## src/rtl/alu_pkg.sv

```systemverilog
// rtl/alu_pkg.sv - ALU opcode, PSW bit index and issue-FSM state constants
package alu_pkg;

    typedef logic [1:0] issue_state_t;

    localparam issue_state_t ST_IDLE = 2'd0;
    localparam issue_state_t ST_WAIT = 2'd1;
    localparam issue_state_t ST_RESP = 2'd2;

    localparam logic [3:0] ALU_ADD = 4'b0000;
    localparam logic [3:0] ALU_SUB = 4'b0001;
    localparam logic [3:0] ALU_AND = 4'b0010;
    localparam logic [3:0] ALU_OR  = 4'b0011;
    localparam logic [3:0] ALU_XOR = 4'b0100;
    localparam logic [3:0] ALU_NOT = 4'b1000;

    localparam int PSW_N = 3;
    localparam int PSW_Z = 2;
    localparam int PSW_C = 1;
    localparam int PSW_V = 0;

endpackage

```

## src/rtl/alu_issue_ctrl.sv

```systemverilog
// rtl/alu_issue_ctrl.sv - issues one op to a combinational ALU, waits the settle time, returns result/psw
module alu_issue_ctrl
    import alu_pkg::*;
#(
    parameter int DATA_W     = 32,
    parameter int OPC_W      = 4,
    parameter int PSW_W      = 4,
    parameter int SETTLE_CYC = 1
) (
    input  logic              clk,
    input  logic              rst,
    input  logic              req_valid,
    output logic              req_ready,
    input  logic [DATA_W-1:0] req_opA,
    input  logic [DATA_W-1:0] req_opB,
    input  logic [OPC_W-1:0]  req_opcode,
    input  logic              req_setf,
    output logic [DATA_W-1:0] alu_operandA,
    output logic [DATA_W-1:0] alu_operandB,
    output logic [OPC_W-1:0]  alu_opcode,
    input  logic [DATA_W-1:0] alu_result,
    input  logic [PSW_W-1:0]  alu_psw,
    output logic              rsp_valid,
    input  logic              rsp_ready,
    output logic [DATA_W-1:0] rsp_result,
    output logic [PSW_W-1:0]  rsp_psw,
    output logic [PSW_W-1:0]  psw_reg,
    output logic              busy
);

    if (SETTLE_CYC < 1 || SETTLE_CYC > 15) begin : g_bad_settle
        $error("alu_issue_ctrl: SETTLE_CYC must be in 1..15");
    end

    localparam logic [3:0] SETTLE_LD = 4'(SETTLE_CYC);

    issue_state_t      state_q, state_d;
    logic [3:0]        cnt_q, cnt_d;
    logic [DATA_W-1:0] op_a_q, op_a_d;
    logic [DATA_W-1:0] op_b_q, op_b_d;
    logic [OPC_W-1:0]  opc_q, opc_d;
    logic              setf_q, setf_d;
    logic [DATA_W-1:0] res_q, res_d;
    logic [PSW_W-1:0]  rsp_psw_q, rsp_psw_d;
    logic [PSW_W-1:0]  psw_reg_q, psw_reg_d;

    always_comb begin
        state_d   = state_q;
        cnt_d     = cnt_q;
        op_a_d    = op_a_q;
        op_b_d    = op_b_q;
        opc_d     = opc_q;
        setf_d    = setf_q;
        res_d     = res_q;
        rsp_psw_d = rsp_psw_q;
        psw_reg_d = psw_reg_q;
        case (state_q)
            ST_IDLE: begin
                if (req_valid) begin
                    op_a_d  = req_opA;
                    op_b_d  = req_opB;
                    opc_d   = req_opcode;
                    setf_d  = req_setf;
                    cnt_d   = SETTLE_LD;
                    state_d = ST_WAIT;
                end
            end
            ST_WAIT: begin
                // cnt==1 marks the edge SETTLE_CYC cycles after operands were driven
                if (cnt_q == 4'd1) begin
                    res_d     = alu_result;
                    rsp_psw_d = alu_psw;
                    if (setf_q) begin
                        psw_reg_d = alu_psw;
                    end
                    cnt_d   = 4'd0;
                    state_d = ST_RESP;
                end else begin
                    cnt_d = cnt_q - 4'd1;
                end
            end
            ST_RESP: begin
                if (rsp_ready) begin
                    state_d = ST_IDLE;
                end
            end
            default: begin
                state_d = ST_IDLE;
                cnt_d   = 4'd0;
            end
        endcase
    end

    always_ff @(posedge clk or posedge rst) begin
        if (rst) begin
            state_q   <= ST_IDLE;
            cnt_q     <= 4'd0;
            op_a_q    <= '0;
            op_b_q    <= '0;
            opc_q     <= '0;
            setf_q    <= 1'b0;
            res_q     <= '0;
            rsp_psw_q <= '0;
            psw_reg_q <= '0;
        end else begin
            state_q   <= state_d;
            cnt_q     <= cnt_d;
            op_a_q    <= op_a_d;
            op_b_q    <= op_b_d;
            opc_q     <= opc_d;
            setf_q    <= setf_d;
            res_q     <= res_d;
            rsp_psw_q <= rsp_psw_d;
            psw_reg_q <= psw_reg_d;
        end
    end

    assign req_ready    = (state_q == ST_IDLE);
    assign busy         = (state_q != ST_IDLE);
    assign rsp_valid    = (state_q == ST_RESP);
    assign alu_operandA = op_a_q;
    assign alu_operandB = op_b_q;
    assign alu_opcode   = opc_q;
    assign rsp_result   = res_q;
    assign rsp_psw      = rsp_psw_q;
    assign psw_reg      = psw_reg_q;

endmodule
```

## config.mk

```make
export PLATFORM = sky130hd
export DESIGN_NAME = alu_issue_ctrl
export DESIGN_NICKNAME = d
export VERILOG_FILES = /design/src/rtl/alu_pkg.sv /design/src/rtl/alu_issue_ctrl.sv
export SDC_FILE = /design/constraint.sdc
export NUM_CORES = 1
export LEC_CHECK = 0
export CAP_MARGIN = 20
export CORE_ASPECT_RATIO = 1.4
export CORE_MARGIN = 10
export CORE_UTILIZATION = 44
export CTS_CLUSTER_DIAMETER = 120
export DETAILED_ROUTE_END_ITERATION = 7
export PLACE_DENSITY = 0.91
export SLEW_MARGIN = 20
export SYNTH_ARGS = -nofsm -noshare
export SYNTH_HDL_FRONTEND = slang
export SYNTH_SLANG_ARGS = --single-unit
```

## constraint.sdc

```tcl
create_clock -name clk -period 6.13 [get_ports clk]
set_input_delay 1.226 -clock clk [delete_from_list [all_inputs] [get_ports clk]]
set_output_delay 1.226 -clock clk [all_outputs]
set_load 0.05 [all_outputs]
```

* Word level (Yosys, flattened, before mapping) *
Cells that the tools add are included.

word-level totals
  flip-flop bits (word level) = 115
  logic and storage cells = 31
  input port bits = 109

cells by class
  bitwise gates (word level) = 1
  add/subtract/negate cells = 1
  muxes and demuxes = 7
  equal/unequal tests = 6
  reduce and logical (&&, ||, !) cells = 7

operator list
  operator             count
  $pmux 4 s3           1
  $mux 4               2
  $mux 2               3
  $pmux 2 s3           1
  $reduce_and 2->1     3
  $reduce_and 3->1     2
  $eq 4x1->1 const B   1
  $ne 2x2->1 const B   2
  $sub 4x1->4 const B  1
  $eq 2x1->1 const B   1
  $eq 2x2->1 const B   1
  $logic_not 2->1      1
  $ne 2x1->1 const B   1
  $reduce_bool 2->1    1
  $not 1->1            1

* Logic depth before layout (Yosys ltp) *
Gate-level depths: netlist of run 1.

  word-level depth = 3
  mapped depth = 8
  depth with buffers taken out = 5

* Least setup slack after synthesis of run 1 *
Ideal clock, no wire load.

  path kind = register to output
  start = register state_q[0]
  end = output port req_ready
  cell stages (with the launch flop) = 4
  buffers on the path = 1
  data required time = 4.904 ns
  setup slack = 3.885 ns
  arrival = 1.019 ns
  cells stage by stage = dfrtp_1 buf_6 or2_4 inv_2

on the way
  longest elaborated chain between the ends = 1

RTL lines
  item                    line                   text
  start, declared         alu_issue_ctrl.sv:37   issue_state_t state_q, state_d;
  start signal, assigned  alu_issue_ctrl.sv:106  state_q <= state_d;
  $logic_not 2->1         alu_issue_ctrl.sv:118  assign req_ready = (state_q == ST_IDLE);
  end, declared           alu_issue_ctrl.sv:13   output logic req_ready,

Every way passes these cells.

* Worst setup path after layout of run 1 *
Same ends and word-level chain as after synthesis.

==> summary.txt, run 1 <==
Logic synthesis
  • Post-Synthesis Cells: 271
  • Syn nets: 382
  • Post-Synth XOR/XNOR Area: 0
  • Adder-Cell Fraction of Synth Area: 0.00559
  • Synthesized area per cell: 16.5 um2
  • Compound-Gate Fraction of Synth Area: 0.0115
  • Synth Area in Simple Gates: 0.0271
  • Unique masters post-synth: 31
  • Async S/R FF share, synth: 1.00
  • Post-synthesis mux area share: 0.282
  • Area leader, netlist: dfrtp_1
  • Seq/Total Area, Yosys: 0.643
  • Top FF cell, synth: dfrtp_1
  • Yosys warning count: 0
  • Synthesized area: 4480 um2
  • Post-synth EDFFs: 0
  • Synth top area share: 0.643
  • Synth top area cells: dfrtp_1, mux2_2, mux2_4
  • Seq cells post-synth: 115
  • Largest family of logic cells by synthesized area: multiplexers

CTS
  • Clk_lat worst skew: approximately 0.4 ns
  • Total CTS buffers: 17
  • Post-CTS Setup Bufs: 0
  • Cts hold-fix bufs: 0
  • CTS tree: built
  • CTS sink cnt: 115
  • Clock Root Buffer: clkbuf_16
  • H-tree levels: 4
  • Clock tree buffer depth: 2
  • Clock transition at the registers of the reported paths: 0.05 ns
  • Post-CTS Resized: 0

Critical path
  • Startpoint types: flop
  • Kind of critical path: flop to output pin
  • Critical path startpoint: state_q[0]
  • Worst EP required: 4.90 ns
  • CP max FO: 10
  • FF-to-FF Start: cnt_q[1]
  • Critical Path AT: 2.01 ns
  • Crit end category: output pin

Final layout
  • Final #Nets: 608
  • Final Instance Area: 7330 um2
  • Most frequent cells in the layout: clkdlybuf4s50_1, dfrtp_1, mux2_2
  • Area Overhead vs Synth: 63.8%
  • Commonest non-fill, non-tap cell in the layout: clkdlybuf4s50_1
  • Fin cells: between 600 and 700
  • ANT cells: 0
  • Share of cells above drive strength 1: 0.290

Global route
  • Vias in the first global route: 3564
  • Initial antenna violation count: 0
  • Global-route wire length before repair: between 20 and 25 mm
  • Overall Global Routing Usage: 0.182
  • Largest net degree at the start of global routing: 82
  • Total congestion overflow: 0

Die
  • Die area: approximately 15000 um2
  • Core region area: 9950 um2
  • Die outline width: 105 um
  • Die H: 139 um
  • FP Rows: between 40 and 50
  • I/O pin total: 220
  • Initial Util: 0.450

STA
  • Setup TNS Final: 0 ns
  • Tmin final: 3.24 ns
  • Final setup vio count: 0
  • Worst-Margin Slew: 0.984 ns
  • Tcrit/Tclk final: 0.528
  • RSZ-0062 raised after global routing: false
  • Worst Slack Setup Final: between 2 and 3 ns
  • Clock skew: 0.00628 ns
  • Max Fclk: 309 MHz
  • Max-slew violations: 0
  • Fin. Hold Viols: 0
  • Slew headroom: 0.344

Detailed routing
  • Via count: 3144
  • Initial drt markers: 60
  • Pre-Repair DR Iteration Count: 4
  • Number of routed nets with antenna violations: 0
  • Routed length per instance: 20.4 um
  • DRC errors left: 0
  • Vias/cell: slightly below 5
  • Total Routed Length: 13.2 mm

Placement
  • PortBufs: 219
  • Area after DPL: 6730 um2
  • Placer Congestion: 0.716
  • Placed instance count: between 600 and 700
  • Detailed Place HPWL: a little over 10 mm
  • Pre-CTS WS: 2.98 ns

Outcome
  • Status: complete, no violations

Worst hold path
  • Hold Crit Class: flop to flop
  • Hold path startpoint: setf_q

Flow run
  • Max-capacitance violation count: 0
## path summary, 6_finish.rpt
kind	endpoint	slack (ns)	cells past startpoint
setup / recovery	req_ready	2.89	3
hold / removal	setf_q	0.50	1
setup reg to reg	rsp_result[3]	3.88	5
hold reg to reg	setf_q	0.50	1
max in group asynchronous	rsp_result[28]	3.69	3
min in group asynchronous	rsp_result[22]	1.40	2
## cell type report
class                           instances  area (um2)
Tap cell                              135         169
Clock inverter                         14         161
Multi-Input combinational cell        138        1470
Sequential cell                       115        2880
Timing Repair Buffer                  220        2200
Fill cell                             624        2620
Inverter                                5        21.3
Clock buffer                           18         439
## worst max-delay path: stages (launching register included)
cell,delay [ns]
dfrtp_1,0.46
or2_4,0.29
inv_2,0.05
clkdlybuf4s50_1,0.81
## cell usage after synthesis, types with 2 or more instances
cell type / number
buf_12: 2
buf_2: 3
buf_4: 5
buf_6: 2
dfrtp_1: 115
ha_1: 2
inv_1: 4
mux2_2: 99
mux2_4: 10
nand2_1: 2
nand2b_1: 4
nor2b_1: 3
o21ai_0: 2
## layer usage
metal / track usage / up-vias / routed length [um]
met5: 0 / - / 0
met4: 0.0862 / 0 / 420
met3: 0.0813 / 29 / 1090
met2: 0.331 / 144 / 7300
met1: 0.167 / 1566 / 4360
li1: - / 1405 / -
## logic make-up (layout without fill, tap and decap cells)
kind of cell,count (synthesis),in the layout
DFF,115,115
muxes,109,109
and+or+nand+nor,19,19
buffers and inverters,18,257
AOI/OAI and AO/OA,8,8
adders and majority gates,2,2
## through the flow
| step | hold WS (ns) | util |
|---|---|---|
| 3_5_place_dp | 0.493 | 0.676 |
| 3_3_place_gp | 0.486 | 0.676 |
| 2_1_floorplan | 0.471 | - |
| 6_report | 0.496 | 0.737 |
| 5_1_grt | 0.511 | 0.737 |
| 4_1_cts | 0.502 | 0.737 |
Power of run 1 is left out: the tool's default activity adds up to more than one toggle a clock period on the data nets, which glitch-free logic cannot reach.
==> run 2, diff against run 1 <==
- CORE_UTILIZATION: 44 -> 40
- PLACE_DENSITY: 0.91 -> 0.85
- clock period: 6.13 -> 3.35 ns (I/O delays scaled with it)
==> run 2 against run 1 <==
Utilization is 6.5 points lower. Critical path depth stayed put. Clock skew is 0.0025 ns higher. Non-clock buffer count is 2 higher. Die area is 8.3% higher. Via count is 1.5% lower. Cell count is 1.1% higher. Flip-flop and latch count stayed put. Register-to-register slack worse by 2.7 ns. Cell area hardly changed. First-iteration DRC count is 37% lower. Sequential share of layout area hardly changed. Critical path type unchanged. Critical endpoint unchanged.
==> summary.txt, run 2 (same netlist as run 1, synthesis figures left out) <==
STA
  • Clock skew: 0.00874 ns (+0.00246 ns)
  • Setup TNS Final: 0 ns (unchanged)
  • Final setup vio count: 0 (unchanged)
  • Tmin final: 2.69 ns
  • Tcrit/Tclk final: 0.802
  • Max Fclk: 372 MHz
  • Fin. Hold Viols: 0 (unchanged)
  • Worst Slack Setup Final: 0.663 ns (-2.23 ns)
  • Worst-Margin Slew: 0.869 ns (-0.115 ns)
  • Max-slew violations: 0 (unchanged)
  • Hold_ws: 0.500 ns (+0.00430 ns)
  • Slew headroom: 0.418 (+0.0745)
  • RSZ-0062 raised after global routing: false

Die
  • Die H: 145 um (+4.2%)
  • Core region area: 10900 um2 (+9.7%)
  • Initial Util: 0.410 (-0.0399)
  • Die area: 15900 um2 (+8.3%)
  • FP Rows: 45 (+4.7%)
  • I/O pin total: 220 (unchanged)
  • Die outline width: 109 um (+4.0%)

Global route
  • Largest net degree at the start of global routing: 65 (-21%)
  • Global-route wire length before repair: 19.7 mm (-3.8%)
  • Vias in the first global route: 3588 (+0.67%)
  • Total congestion overflow: 0 (unchanged)
  • Overall Global Routing Usage: 0.162 (-0.0197)
  • Initial antenna violation count: 0 (unchanged)

Final layout
  • Final #Nets: 610 (+0.33%)
  • Area Overhead vs Synth: 63.9% (about the same)
  • Share of cells above drive strength 1: 0.288 (-0.00252)
  • ANT cells: 0 (unchanged)
  • Commonest non-fill, non-tap cell in the layout: clkdlybuf4s50_1
  • Fill count: 782 (+25%)
  • Fin cells: 652 (+1.1%)
  • Most frequent cells in the layout: clkdlybuf4s50_1, dfrtp_1, mux2_2

Placement
  • Detailed Place HPWL: 10.1 mm (+0.19%)
  • Pre-CTS WS: 0.875 ns (-2.11 ns)
  • Placed instance count: 621 (+1.3%)
  • PortBufs: 219 (unchanged)
  • Placer Congestion: 0.777 (+8.5%)

CTS
  • Post-CTS Resized: 0 (unchanged)
  • CTS sink cnt: 115 (unchanged)
  • Total CTS buffers: 17 (unchanged)
  • Cts hold-fix bufs: 0 (unchanged)
  • Clk_lat worst skew: 0.40 ns (about the same)
  • Post-CTS Setup Bufs: 0 (unchanged)
  • Clock Root Buffer: clkbuf_16
  • Clock transition at the registers of the reported paths: 0.05 ns (about the same)
  • H-tree levels: 4 (unchanged)
  • Clock tree buffer depth: 2 (unchanged)
  • CTS tree: built

Detailed routing
  • DRC errors left: 0 (unchanged)
  • Pre-Repair DR Iteration Count: 4 (unchanged)
  • Initial drt markers: 38 (-37%)
  • Vias/cell: 4.75 (-2.6%)
  • Number of routed nets with antenna violations: 0 (unchanged)
  • Routed length per instance: 19.8 um (-2.9%)
  • Total Routed Length: 12.9 mm (-1.9%)
  • Via count: 3097 (-1.5%)

Critical path
  • Critical Path AT: 2.02 ns (about the same)
  • CP max FO: 10 (unchanged)
  • CP cell instances: or2_4, inv_2, clkdlybuf4s50_1
  • Worst EP required: 2.68 ns (-2.22 ns)
  • Crit end category: output pin
  • CP peak stage delay: 0.80 ns (about the same)
  • CP max stage cell: clkdlybuf4s50_1
  • Startpoint types: flop
  • Kind of critical path: flop to output pin

Flow run
  • Max-capacitance violation count: 0 (unchanged)

Outcome
  • Status: complete, no violations

Worst hold path
  • Hold Crit Class: flop to flop
## run 2: changes by cell type in the layout (fill, tap and decap cells not counted)
cell / delta
buf_4: +1
clkbuf_1: +2
bufinv_16: -1
inv_6: -1
buf_12: +1
clkinv_4: +1
clkbuf_8: +1
clkinvlp_4: -2
inv_4: -1
## run 2: area by class of cell
cell class	count	area (um2)	area share
Clock buffer	21	460	0.0627
Clock inverter	10	109	0.0148
Inverter	5	22.5	0.00307
Multi-Input combinational cell	138	1470	0.200
Sequential cell	115	2880	0.392
Tap cell	141	176	0.0240
Timing Repair Buffer	222	2230	0.303
## run 2: metal layers
layer  part of all wire  routed length, um  GRT usage
met4              0.025                324     0.0614
met3              0.090               1170     0.0660
met2               0.55               7150      0.297
met1               0.33               4280      0.153
met5                  0                  0          0
## run 2: stage by stage
| stage | utilization | cell area [um2] |
|---|---|---|
| after global routing | 0.672 | 7340 |
| after floorplan | - | 4480 |
| after detailed placement | 0.620 | 6770 |
| final | 0.672 | 7340 |
| after global placement | 0.620 | 6770 |
| after CTS | 0.672 | 7340 |
## run 2: worst paths after layout
kind / slack, ns / cells past startpoint / end / start
max in group asynchronous: 1.91 / 3 / rsp_result[3] / rst
hold / removal: 0.50 / 1 / alu_operandA[5] / alu_operandA[5]
min in group asynchronous: 0.84 / 3 / alu_operandA[3] / rst
setup reg to reg: 1.17 / 5 / rsp_result[27] / cnt_q[1]
setup / recovery: 0.66 / 3 / req_ready / state_q[0]
hold reg to reg: 0.50 / 1 / alu_operandA[5] / alu_operandA[5]
## run 2: worst max-delay path: cells and delay by family (launching register included)
family,cells,cell delay (ns)
buffers and inverters,2,0.85
DFF,1,0.47
and+or+nand+nor,1,0.29
Power of run 2 is left out for the same reason.
